==> src/rtl/uart_pkg.sv <==
// uart_pkg: definitions shared by the UART receiver and transmitter.
//   - Receiver FSM state encodings (3-bit, legacy-compatible constants).
//   - Baud-count derivation helpers. Both directions call these so that
//     their bit timing always matches.
package uart_pkg;

    localparam int COUNT_W = 16;

    localparam logic [2:0] ST_IDLE  = 3'd0;
    localparam logic [2:0] ST_START = 3'd1;
    localparam logic [2:0] ST_DATA  = 3'd2;
    localparam logic [2:0] ST_STOP  = 3'd3;
    localparam logic [2:0] ST_BREAK = 3'd4;

    // Cycles per bit minus one.
    function automatic int calc_full_bit_count(input int clk_frequency, input int baud_rate);
        return (clk_frequency / baud_rate) - 1;
    endfunction

    // Cycles from the start-bit edge to mid-bit, minus one.
    function automatic int calc_half_bit_count(input int clk_frequency, input int baud_rate);
        return ((clk_frequency / baud_rate) / 2) - 1;
    endfunction

endpackage

==> src/rtl/uart_sync2.sv <==
// uart_sync2: two-flop synchroniser for an asynchronous, idle-high input.
// Both flops reset to 1 so a freshly reset receiver sees an idle line.
// Ports:
//   clk    in   system clock
//   reset  in   synchronous, active-high reset
//   d_in   in   asynchronous input
//   d_out  out  synchronised copy of d_in (2 cycles of latency)
module uart_sync2 (
    input  logic clk,
    input  logic reset,
    input  logic d_in,
    output logic d_out
);

    logic meta_q, meta_d;
    logic sync_q, sync_d;

    always_comb begin
        meta_d = d_in;
        sync_d = meta_q;
    end

    always_ff @(posedge clk) begin
        if (reset) begin
            meta_q <= 1'b1;
            sync_q <= 1'b1;
        end else begin
            meta_q <= meta_d;
            sync_q <= sync_d;
        end
    end

    assign d_out = sync_q;

endmodule

==> src/rtl/uart_rx.sv <==
// uart_rx: 8N1 UART receiver with a one-deep holding register.
// Samples each bit at its centre using a clock-count baud timer.
// Ports:
//   clk            in   system clock
//   reset          in   synchronous, active-high reset
//   RX             in   asynchronous serial line, idle high
//   read           in   host acknowledge; clears rx_ready and both error flags
//   data_out       out  last correctly framed byte
//   rx_ready       out  data_out holds an unread byte (level)
//   framing_error  out  sticky: stop bit sampled low
//   overrun_error  out  sticky: byte completed while an unread byte was held
//
// state  | meaning
// IDLE   | line idle, waiting for a falling edge
// START  | timing to mid start bit to confirm it is not a glitch
// DATA   | sampling 8 data bits, LSB first, one per full bit time
// STOP   | sampling the stop bit
// BREAK  | stop bit was low; wait for the line to return high
module uart_rx
    import uart_pkg::*;
#(
    parameter int clk_frequency  = 50000000,
    parameter int baud_rate      = 9600,
    parameter int full_bit_count = calc_full_bit_count(clk_frequency, baud_rate),
    parameter int half_bit_count = calc_half_bit_count(clk_frequency, baud_rate)
) (
    input  logic       clk,
    input  logic       reset,
    input  logic       RX,
    input  logic       read,
    output logic [7:0] data_out,
    output logic       rx_ready,
    output logic       framing_error,
    output logic       overrun_error
);

    localparam logic [COUNT_W-1:0] FULL_CNT = COUNT_W'(full_bit_count);
    localparam logic [COUNT_W-1:0] HALF_CNT = COUNT_W'(half_bit_count);

    logic rx_s;

    logic [2:0]         state_q,   state_d;
    logic [COUNT_W-1:0] count_q,   count_d;
    logic [2:0]         bit_idx_q, bit_idx_d;
    logic [7:0]         shift_q,   shift_d;
    logic [7:0]         data_q,    data_d;
    logic               ready_q,   ready_d;
    logic               fe_q,      fe_d;
    logic               oe_q,      oe_d;

    uart_sync2 u_sync (
        .clk   (clk),
        .reset (reset),
        .d_in  (RX),
        .d_out (rx_s)
    );

    always_comb begin
        state_d   = state_q;
        count_d   = count_q;
        bit_idx_d = bit_idx_q;
        shift_d   = shift_q;
        data_d    = data_q;
        ready_d   = ready_q;
        fe_d      = fe_q;
        oe_d      = oe_q;

        // Host acknowledge comes first so that a byte or error landing in the
        // same cycle overrides the clear below.
        if (read) begin
            ready_d = 1'b0;
            fe_d    = 1'b0;
            oe_d    = 1'b0;
        end

        case (state_q)
            ST_IDLE: begin
                if (!rx_s) begin
                    state_d = ST_START;
                    count_d = '0;
                end
            end

            ST_START: begin
                if (count_q == HALF_CNT) begin
                    count_d = '0;
                    if (!rx_s) begin
                        state_d   = ST_DATA;
                        bit_idx_d = '0;
                    end else begin
                        state_d = ST_IDLE;
                    end
                end else begin
                    count_d = count_q + 1'b1;
                end
            end

            ST_DATA: begin
                if (count_q == FULL_CNT) begin
                    count_d            = '0;
                    shift_d[bit_idx_q] = rx_s;
                    if (bit_idx_q == 3'd7) begin
                        state_d = ST_STOP;
                    end else begin
                        bit_idx_d = bit_idx_q + 1'b1;
                    end
                end else begin
                    count_d = count_q + 1'b1;
                end
            end

            ST_STOP: begin
                if (count_q == FULL_CNT) begin
                    count_d = '0;
                    if (rx_s) begin
                        data_d  = shift_q;
                        ready_d = 1'b1;
                        // A read in this very cycle consumes the old byte.
                        if (ready_q && !read) begin
                            oe_d = 1'b1;
                        end
                        state_d = ST_IDLE;
                    end else begin
                        fe_d    = 1'b1;
                        state_d = ST_BREAK;
                    end
                end else begin
                    count_d = count_q + 1'b1;
                end
            end

            ST_BREAK: begin
                if (rx_s) begin
                    state_d = ST_IDLE;
                    count_d = '0;
                end
            end

            default: begin
                state_d = ST_IDLE;
                count_d = '0;
            end
        endcase
    end

    always_ff @(posedge clk) begin
        if (reset) begin
            state_q   <= ST_IDLE;
            count_q   <= '0;
            bit_idx_q <= '0;
            shift_q   <= '0;
            data_q    <= '0;
            ready_q   <= 1'b0;
            fe_q      <= 1'b0;
            oe_q      <= 1'b0;
        end else begin
            state_q   <= state_d;
            count_q   <= count_d;
            bit_idx_q <= bit_idx_d;
            shift_q   <= shift_d;
            data_q    <= data_d;
            ready_q   <= ready_d;
            fe_q      <= fe_d;
            oe_q      <= oe_d;
        end
    end

    assign data_out      = data_q;
    assign rx_ready      = ready_q;
    assign framing_error = fe_q;
    assign overrun_error = oe_q;

endmodule

==> config.mk <==
export PLATFORM = sky130hd
export DESIGN_NAME = uart_rx
export DESIGN_NICKNAME = d
export VERILOG_FILES = /design/src/rtl/uart_pkg.sv /design/src/rtl/uart_sync2.sv /design/src/rtl/uart_rx.sv
export SDC_FILE = /design/constraint.sdc
export NUM_CORES = 1
export LEC_CHECK = 0
export ABC_CLOCK_PERIOD_IN_PS = 3200
export CAP_MARGIN = 20
export CORE_AREA = 2 2 61 63
export CTS_CLUSTER_DIAMETER = 30
export DETAILED_ROUTE_END_ITERATION = 6
export DIE_AREA = 0 0 63 65
export MAX_ROUTING_LAYER = met4
export PLACE_DENSITY = 0.81
export SLEW_MARGIN = 15
export SYNTH_ARGS = -nofsm -noshare
export SYNTH_HDL_FRONTEND = slang
export SYNTH_SLANG_ARGS = --single-unit
==> constraint.sdc <==
create_clock -name clk -period 3.2 [get_ports clk]
set_clock_uncertainty 0.15 [all_clocks]
set_input_delay 0.48 -clock clk [delete_from_list [all_inputs] [get_ports clk]]
set_output_delay 0.48 -clock clk [all_outputs]
set_load 0.02 [all_outputs]
==> run summary, run 1 <==
Critical Setup Path Class - reg2reg
DR iter-0 viols - 70
Placer Congestion - 0.8830
DR pass1 iterations - 6
post-cts resize count - 0
multi-input logic area - 1112 um^2
final setup vio count - 0
Warnings, synthesis - 0
Synth Area in Simple Gates - 31.15%
Area growth syn-to-layout - 13.10%
XOR/XNOR Fraction of Synth Area - 3.856%
worst-margin pin slew - 739.9 ps
Die W - 63 um
Vias - 1714
Synth top cells by count - dfxtp_1 (43), nand2_1 (38), a21oi_1 (21)
largest net degree at the start of global routing - 23
power per cell area - 435.0 nW/um^2
global-route wire length before repair - 7438 um
count leader, synth - dfxtp_1
IO Port Bufs - 14
syn avg cell area - 8.483 um^2
CTS tree - done
fin. max-slew vios - 0
worst r2r src - count_q[8]
Vias/cell - 5.732
leakage - 0.7662 nW
compound-gate portion of the synthesized area - 13.83%
run status - complete, no violations
FF-to-FF path depth - 5
Crit. End Element - flip-flop
CTS sink cnt - 43
worst hold path class - reg2reg
CTS HTree Levels - 2
Clock Latency Late Sink - 360 ps
crit-path cells - or3_4 -> nor4_4 -> nor2_1 -> o31ai_4 -> nor2_1
Root Buffer - clkbuf_4
CP dominant cell by count - nor2_1
Total Wirelength - 4239 um
Critical Path AT - 2420 ps
Synth Register Bits - 43
Cell Area, Placed - 2211 um^2
mux cell area share after synthesis - 3.488%
layout cells sized above 1 - 7.968%
Synth Area in Adders - 1.836%
fin crit share - 72.92%
antenna-violating nets left - 0
Die ar. - 4095 um^2
# DRC - 0
FF-to-FF setup slack - 870 ps
Reg area - 860.8 um^2
initial antenna violation count - 0
crit path max-delay cell type - nor4_4
Starting Density - 58.48%
clk buf depth - 2
VDD IR max - 0.3379 mV
Post-DP HPWL - 2951 um
Yosys cell types - 45
Wirelength per Cell - 14.18 um
max_cap viols - 0
post-route cell area - 2312 um^2
peak fanout along the critical path - 10
post-layout min period - 2334 ps
cts hold-fix bufs - 0
cell taking the most area after synthesis - dfxtp_1
WP data required - 3290 ps
layout net count - 257
fillers - 317
RSZ-0062 raised after global routing - no
gr usage total - 23.88%
Worst Setup SP - count_q[8]
total congestion overflow - 0
# Post-CTS Setup Buffers - 0
# diodes - 0
Final Hold Vio Count - 0
top-area cell type share of the netlist area - 42.11%
Syn Inst Count - 241
hold wc startpoint - u_sync.meta_q
core area - 3496 um^2
Main synth FF type - dfxtp_1
Critical Path Start Type - flip-flop
crit path to - count_q[8]
fraction of registers with async set/reset - 0%
slowest stage delay, CP - 460 ps
Seq/Total Area, Yosys - 42.11%
maximum clock rate - 428.5 MHz
largest family of logic cells by synthesized area - simple AND/OR/NAND/NOR gates
clock slew at reported path FFs - 120 ps
Ports - 15
Pwr Total - 1.006 mW
setup tns final - 0 ps
num rows - 22
number of synthesized flops with an enable pin - 0
worst reg2reg endpoint - count_q[8]
Mapped Nets - 248
Slew headroom - 50.49%
Syn Std Cell Area - 2044 um^2
height of the die - 65 um
vias in the first global route - 1635
Synth area leaders - dfxtp_1 (42%), nand2_1 (7.0%), a21oi_1 (5.1%), nor2_1 (3.7%), xnor2_1 (3.4%)
CTS buffer count - 5
## power breakdown
part | leakage, nW | switching (mW) | internal [mW]
sequential | 0.347 | 0.00594 | 0.538
combinational | 0.367 | 0.0281 | 0.0162
clock | 0.0525 | 0.174 | 0.244
total | 0.766 | 0.208 | 0.798
## through the flow
| stage | worst slack (ps) | std cells | hold slack [ps] | utilization, % |
|---|---|---|---|---|
| detailed placement | 903.8 | 291 | 251.2 | 63.24 |
| CTS | 891.4 | 299 | 280.2 | 66.14 |
| floorplan | 1091 | 241 | 239.5 | - |
| global route | 720.2 | 299 | 287.3 | 66.14 |
| global placement | 975.9 | 291 | 249.2 | 63.24 |
| finish | 866.5 | 299 | 276.1 | 66.14 |
## sequential cells by signal, summed over array words and instances (netlist names)
| name | count |
|---|---|
| count_q | 16 |
| rx_ready | 1 |
| overrun_error | 1 |
| u_sync.meta_q | 1 |
| u_sync.d_out | 1 |
| framing_error | 1 |
| shift_q | 8 |
| bit_idx_q | 3 |
| state_q | 3 |
| data_out | 8 |
## logic make-up after synthesis
group | count (synthesis)
xor+xnor | 9
fa+ha+maj | 3
mux | 7
flops | 43
buf+inv | 19
simple gates | 118
compound gates | 42
## cells in the final DEF, fill, tap and decap left out, drive strengths merged, types with 2 or more instances in the layout
cell	synthesis	final
clkbuf	11	6
nor3	12	12
nand4bb	3	3
nand4	5	5
mux2i	6	6
nand3b	3	3
or3	4	4
o311ai	2	2
a21oi	21	21
dfxtp	43	43
nand2b	3	3
o22ai	6	6
nand3	5	5
bufinv	0	2
o41ai	2	2
nor2	20	20
nor4b	2	2
inv	4	4
o31a	3	3
nor4bb	3	3
nor2b	3	3
and2	4	4
xnor2	8	8
or2	4	4
buf	4	3
a22o	2	2
clkdlybuf4s50	0	14
ha	3	3
nor4	3	3
nand2	38	38
## how the worst min path moves through the flow
stage / to / slack [ps] / cells after the start
global route: u_sync.d_out / 290 / 1
finish: u_sync.d_out / 280 / 1
CTS: u_sync.d_out / 280 / 1
floorplan: u_sync.d_out / 240 / 1
detailed placement: u_sync.d_out / 250 / 1
global placement: u_sync.d_out / 250 / 1
## critical path, delay by kind of cell (launching register included)
kind / cells / cell delay, ps
AOI/OAI and AO/OA: 1 / 460
DFF: 1 / 370
and+or+nand+nor: 4 / 1240
## cell type report
| class | count | area share [%] |
|---|---|---|
| multi-input cells | 179 | 48.11 |
| flip-flops and latches | 43 | 37.23 |
| repair buffers | 17 | 7.035 |
| clock inverters | 2 | 2.597 |
| well taps | 48 | 2.597 |
| clock buffers | 6 | 1.786 |
| inverters | 4 | 0.6493 |
## per-layer routing
metal | track usage, % | part of all wire, %
met5 | - | 0
met4 | 11.11 | 2.1
met3 | 5.556 | 2.8
met2 | 42.29 | 51
met1 | 25.30 | 44
Power figures use the tool's default switching activity.
==> inputs of run 2 (changes only) <==
--- a/config.mk
+++ b/config.mk
@@ -5,14 +5,14 @@
 export SDC_FILE = /design/constraint.sdc
 export NUM_CORES = 1
 export LEC_CHECK = 0
-export ABC_CLOCK_PERIOD_IN_PS = 3200
+export ABC_CLOCK_PERIOD_IN_PS = 2250
 export CAP_MARGIN = 20
-export CORE_AREA = 2 2 61 63
+export CORE_AREA = 2 2 63 65
 export CTS_CLUSTER_DIAMETER = 30
 export DETAILED_ROUTE_END_ITERATION = 6
-export DIE_AREA = 0 0 63 65
+export DIE_AREA = 0 0 65 67
 export MAX_ROUTING_LAYER = met4
-export PLACE_DENSITY = 0.81
+export PLACE_DENSITY = 0.77
 export SLEW_MARGIN = 15
 export SYNTH_ARGS = -nofsm -noshare
 export SYNTH_HDL_FRONTEND = slang
==> constraint.sdc (replaced) <==
create_clock -name clk -period 2.25 [get_ports clk]
set_clock_uncertainty 0.15 [all_clocks]
set_input_delay 0.3375 -clock clk [delete_from_list [all_inputs] [get_ports clk]]
set_output_delay 0.3375 -clock clk [all_outputs]
set_load 0.02 [all_outputs]
==> run summary, run 2 (synthesis gave the netlist of run 1 again) <==
fin crit share - 94.39%
layout net count - 268
crit path max-delay cell type - nor4_4
power per cell area - 589.1 nW/um^2
final setup vio count - 0
Finished Layout Cells - 309
WP data required - 2290 ps
Inst Count DP - 301
fillers - 303
CTS buffer count - 5
commonest non-fill, non-tap cells in the layout - dfxtp_1 (41), nand2_1 (38), a21oi_1 (21)
cts hold-fix bufs - 0
Critical Setup Path Class - reg2reg
antenna-violating nets left - 0
num rows - 22
global-route wire length before repair - 7721 um
Starting Density - 56.70%
run status - complete, no violations
multi-input logic area - 1126 um^2
Die W - 65 um
total congestion overflow - 0
clk buf depth - 2
Die ar. - 4355 um^2
Critical Path AT - 2160 ps
IO Port Bufs - 14
# DRC - 0
Reg area - 863.3 um^2
slowest stage delay, CP - 440 ps
post-layout min period - 2124 ps
Area growth syn-to-layout - 17.99%
maximum clock rate - 470.9 MHz
fin. max-slew vios - 0
Ports - 15
Placer Congestion - 0.8614
peak fanout along the critical path - 7
Root Buffer - clkbuf_8
leakage - 0.8201 nW
Slew headroom - 75.40%
Vias/cell - 5.715
initial antenna violation count - 0
DR iter-0 viols - 72
VDD IR max - 0.4306 mV
Wirelength per Cell - 14.51 um
vias in the first global route - 1678
Crit. End Element - flip-flop
# diodes - 0
CTS HTree Levels - 2
Vias - 1766
gr usage total - 23.88%
DR pass1 iterations - 4
CTS sink cnt - 43
most common cell after layout, fill and taps aside - dfxtp_1
layout cells sized above 1 - 13.03%
Top reg by flops - count_q
max FFs per register - 16
core area - 3606 um^2
Critical Path Start Type - flip-flop
Post-DP HPWL - 3044 um
Clock Latency Late Sink - 290 ps
worst hold path class - reg2reg
largest net degree at the start of global routing - 25
clock slew at reported path FFs - 80 ps
height of the die - 67 um
crit-path cells - ha_4 -> nand4bb_1 -> nor4_4 -> nor3_1 -> o41a_1 -> mux2_2
CTS tree - done
Total Wirelength - 4484 um
Finished Core Util - 66.90%
Final Hold Vio Count - 0
worst-margin pin slew - 366.2 ps
max_cap viols - 0
run 2: layer usage:
metal | part of all wire, % | routed length, um | up-vias | GRT usage (%)
met5 | 0 | 0 | - | -
met4 | 1.9 | 86 | 0 | 9.043
met3 | 2.5 | 110 | 8 | 5.068
met2 | 52 | 2310 | 27 | 41.62
met1 | 44 | 1977 | 832 | 26.96
li1 | - | - | 899 | -
run 2: through the flow:
stage	setup slack (ps)	total power, mW	setup TNS [ps]	cell area [um^2]	hold WS, ps
after floorplan	141.4	0.8329	0	2044	239.5
after global placement	118.1	0.8570	0	2286	241.7
after detailed placement	96.93	0.8586	0	2286	273.3
after CTS	76.22	1.423	0	2389	292.9
after global routing	-4.373	1.477	-4.373	2412	309.5
final	126.3	1.421	0	2412	295.2
run 2: path summary, 6_finish.rpt:
check	to	cells past startpoint	slack, ps	from
worst max-delay path	bit_idx_q[0]	6	130	count_q[0]
worst min-delay path	u_sync.d_out	1	300	u_sync.meta_q
worst max register to register	bit_idx_q[0]	6	130	count_q[0]
worst min register to register	u_sync.d_out	1	300	u_sync.meta_q
run 2: repair_timing:
item,CTS,global route
buffers inserted,0,1
setup endpoints to repair,0,18
resized for setup,0,7
run 2: final cells by class:
class | instances | share of cell area (%)
multi-input combinational | 179 | 46.68
sequential | 43 | 35.79
clock inverter | 1 | 1.245
inverter | 4 | 0.6224
tap | 48 | 2.490
clock buffer | 6 | 3.008
timing repair buffer | 28 | 10.17
run 2: worst max-delay path: cells and delay by family (launching register included):
| family | cells | cell delay (ps) |
|---|---|---|
| AOI/OAI and AO/OA | 1 | 360 |
| adders and majority gates | 1 | 160 |
| DFF | 1 | 380 |
| muxes | 1 | 270 |
| and+or+nand+nor | 3 | 680 |
run 2: report_power, final:
| part | internal (mW) | total [mW] | switching [mW] |
|---|---|---|---|
| clock network | 0.325 | 0.575 | 0.250 |
| registers | 0.765 | 0.771 | 0.00533 |
| logic | 0.0284 | 0.0751 | 0.0468 |
| total | 1.12 | 1.42 | 0.302 |
==> inputs of run 3 (changes only) <==
--- a/config.mk
+++ b/config.mk
@@ -13,6 +13,7 @@
 export DIE_AREA = 0 0 65 67
 export MAX_ROUTING_LAYER = met4
 export PLACE_DENSITY = 0.77
+export SETUP_SLACK_MARGIN = 0.05
 export SLEW_MARGIN = 15
 export SYNTH_ARGS = -nofsm -noshare
 export SYNTH_HDL_FRONTEND = slang
==> run summary, run 3 (synthesis gave the netlist of run 1 again) <==
worst-margin pin slew - 390.9 ps
Critical Setup Path Class - reg2reg
Vias - 1759
clock slew at reported path FFs - 80 ps
num rows - 22
power per cell area - 587.0 nW/um^2
height of the die - 67 um
Final Hold Vio Count - 0
WP data required - 2290 ps
crit path to - bit_idx_q[0]
Finished Layout Cells - 309
Slew headroom - 73.74%
Wirelength per Cell - 14.46 um
DR pass1 iterations - 4
Critical Path Start Type - flip-flop
Clock Latency Late Sink - 290 ps
largest net degree at the start of global routing - 25
initial antenna violation count - 0
Starting Density - 56.70%
max FFs per register - 16
antenna-violating nets left - 0
IO Port Bufs - 14
Total Wirelength - 4467 um
commonest non-fill, non-tap cells in the layout - dfxtp_1 (41), nand2_1 (37), a21oi_1 (21)
clk buf depth - 2
crit path max-delay cell type - nor4_4
total congestion overflow - 0
Critical Path AT - 2170 ps
Crit. End Element - flip-flop
CTS tree - done
layout net count - 268
Root Buffer - clkbuf_8
CTS HTree Levels - 2
RSZ-0062 raised after global routing - yes
leakage - 0.8223 nW
max_cap viols - 0
vias in the first global route - 1678
run status - complete, no violations
Die ar. - 4355 um^2
DR iter-0 viols - 88
final setup vio count - 0
fin. max-slew vios - 0
CTS sink cnt - 43
global-route wire length before repair - 7721 um
Crit path max-delay family - simple AND/OR/NAND/NOR gates
core area - 3606 um^2
Levels on crit path - 6
Ports - 15
crit-path cells - ha_4 -> nand4bb_1 -> nor4_4 -> nor3_1 -> o41a_1 -> mux2_2
slowest stage delay, CP - 460 ps
CTS buffer count - 5
Top reg by flops - count_q
peak fanout along the critical path - 7
VDD IR max - 0.4301 mV
# DRC - 0
worst r2r src - count_q[0]
worst reg2reg endpoint - bit_idx_q[0]
Inst Count DP - 301
Post-DP HPWL - 3044 um
fin crit share - 94.63%
gr usage total - 23.88%
Area growth syn-to-layout - 18.30%
setup tns final - 0 ps
Placer Congestion - 0.8614
FF-to-FF path depth - 6
layout cells sized above 1 - 13.79%
Pwr Total - 1.420 mW
Vias/cell - 5.693
# diodes - 0
FF-to-FF setup slack - 120 ps
most common cell after layout, fill and taps aside - dfxtp_1
maximum clock rate - 469.7 MHz
Die W - 65 um
cts hold-fix bufs - 0
Worst Setup SP - count_q[0]
worst hold path class - reg2reg
Buf/Inv on CP - 0
post-layout min period - 2129 ps
-- run 3: cell counts in the layout (fill, tap and decap cells not counted) --
No cell type changed its count.
-- run 3: layout make-up --
| type | count | area, um^2 |
|---|---|---|
| Fill cell | 302 | 1187 |
| Multi-Input combinational cell | 179 | 1130 |
| Sequential cell | 43 | 865.8 |
| Timing Repair Buffer | 28 | 245.2 |
| Clock buffer | 6 | 72.57 |
| Tap cell | 48 | 60.06 |
| Clock inverter | 1 | 30.03 |
| Inverter | 4 | 15.01 |
-- run 3: per-layer routing --
layer  up-vias  global-route usage, %  share of wire (%)
li1        897                      -                  -
met1       822                  26.96                 44
met2        30                  41.62                 51
met3        10                  5.068                2.9
met4         0                  9.043                2.1
met5         -                      -                  0
-- run 3: through the flow --
| step | setup slack, ps | instance area, um^2 | hold slack [ps] | util, % |
|---|---|---|---|---|
| CTS | 76.22 | 2389 | 292.9 | 66.24 |
| global route | 14.33 | 2419 | 309.5 | 67.07 |
| floorplan | 141.4 | 2044 | 239.5 | - |
| global placement | 118.1 | 2286 | 241.7 | 63.39 |
| detailed placement | 96.93 | 2286 | 273.3 | 63.39 |
| finish | 120.8 | 2419 | 303.6 | 67.07 |
-- run 3: how the worst min path moves through the flow --
| stage | startpoint | end | slack (ps) | cells past startpoint |
|---|---|---|---|---|
| floorplan | u_sync.meta_q | u_sync.d_out | 240 | 1 |
| global placement | u_sync.meta_q | u_sync.d_out | 240 | 1 |
| detailed placement | u_sync.meta_q | u_sync.d_out | 270 | 1 |
| CTS | u_sync.meta_q | u_sync.d_out | 290 | 1 |
| global route | u_sync.meta_q | u_sync.d_out | 310 | 1 |
| finish | u_sync.meta_q | u_sync.d_out | 300 | 1 |
-- run 3: power by group --
| group | total, mW | switching, mW | internal, mW |
|---|---|---|---|
| clock | 0.575 | 0.249 | 0.325 |
| combinational | 0.0750 | 0.0466 | 0.0284 |
| sequential | 0.770 | 0.00538 | 0.765 |
| total | 1.42 | 0.301 | 1.12 |
-- run 3: what timing repair did --
action                                  4_1_cts  5_1_grt
setup buffers                                 0        1
resized for setup                             0       10
endpoints found under the setup margin        0       29
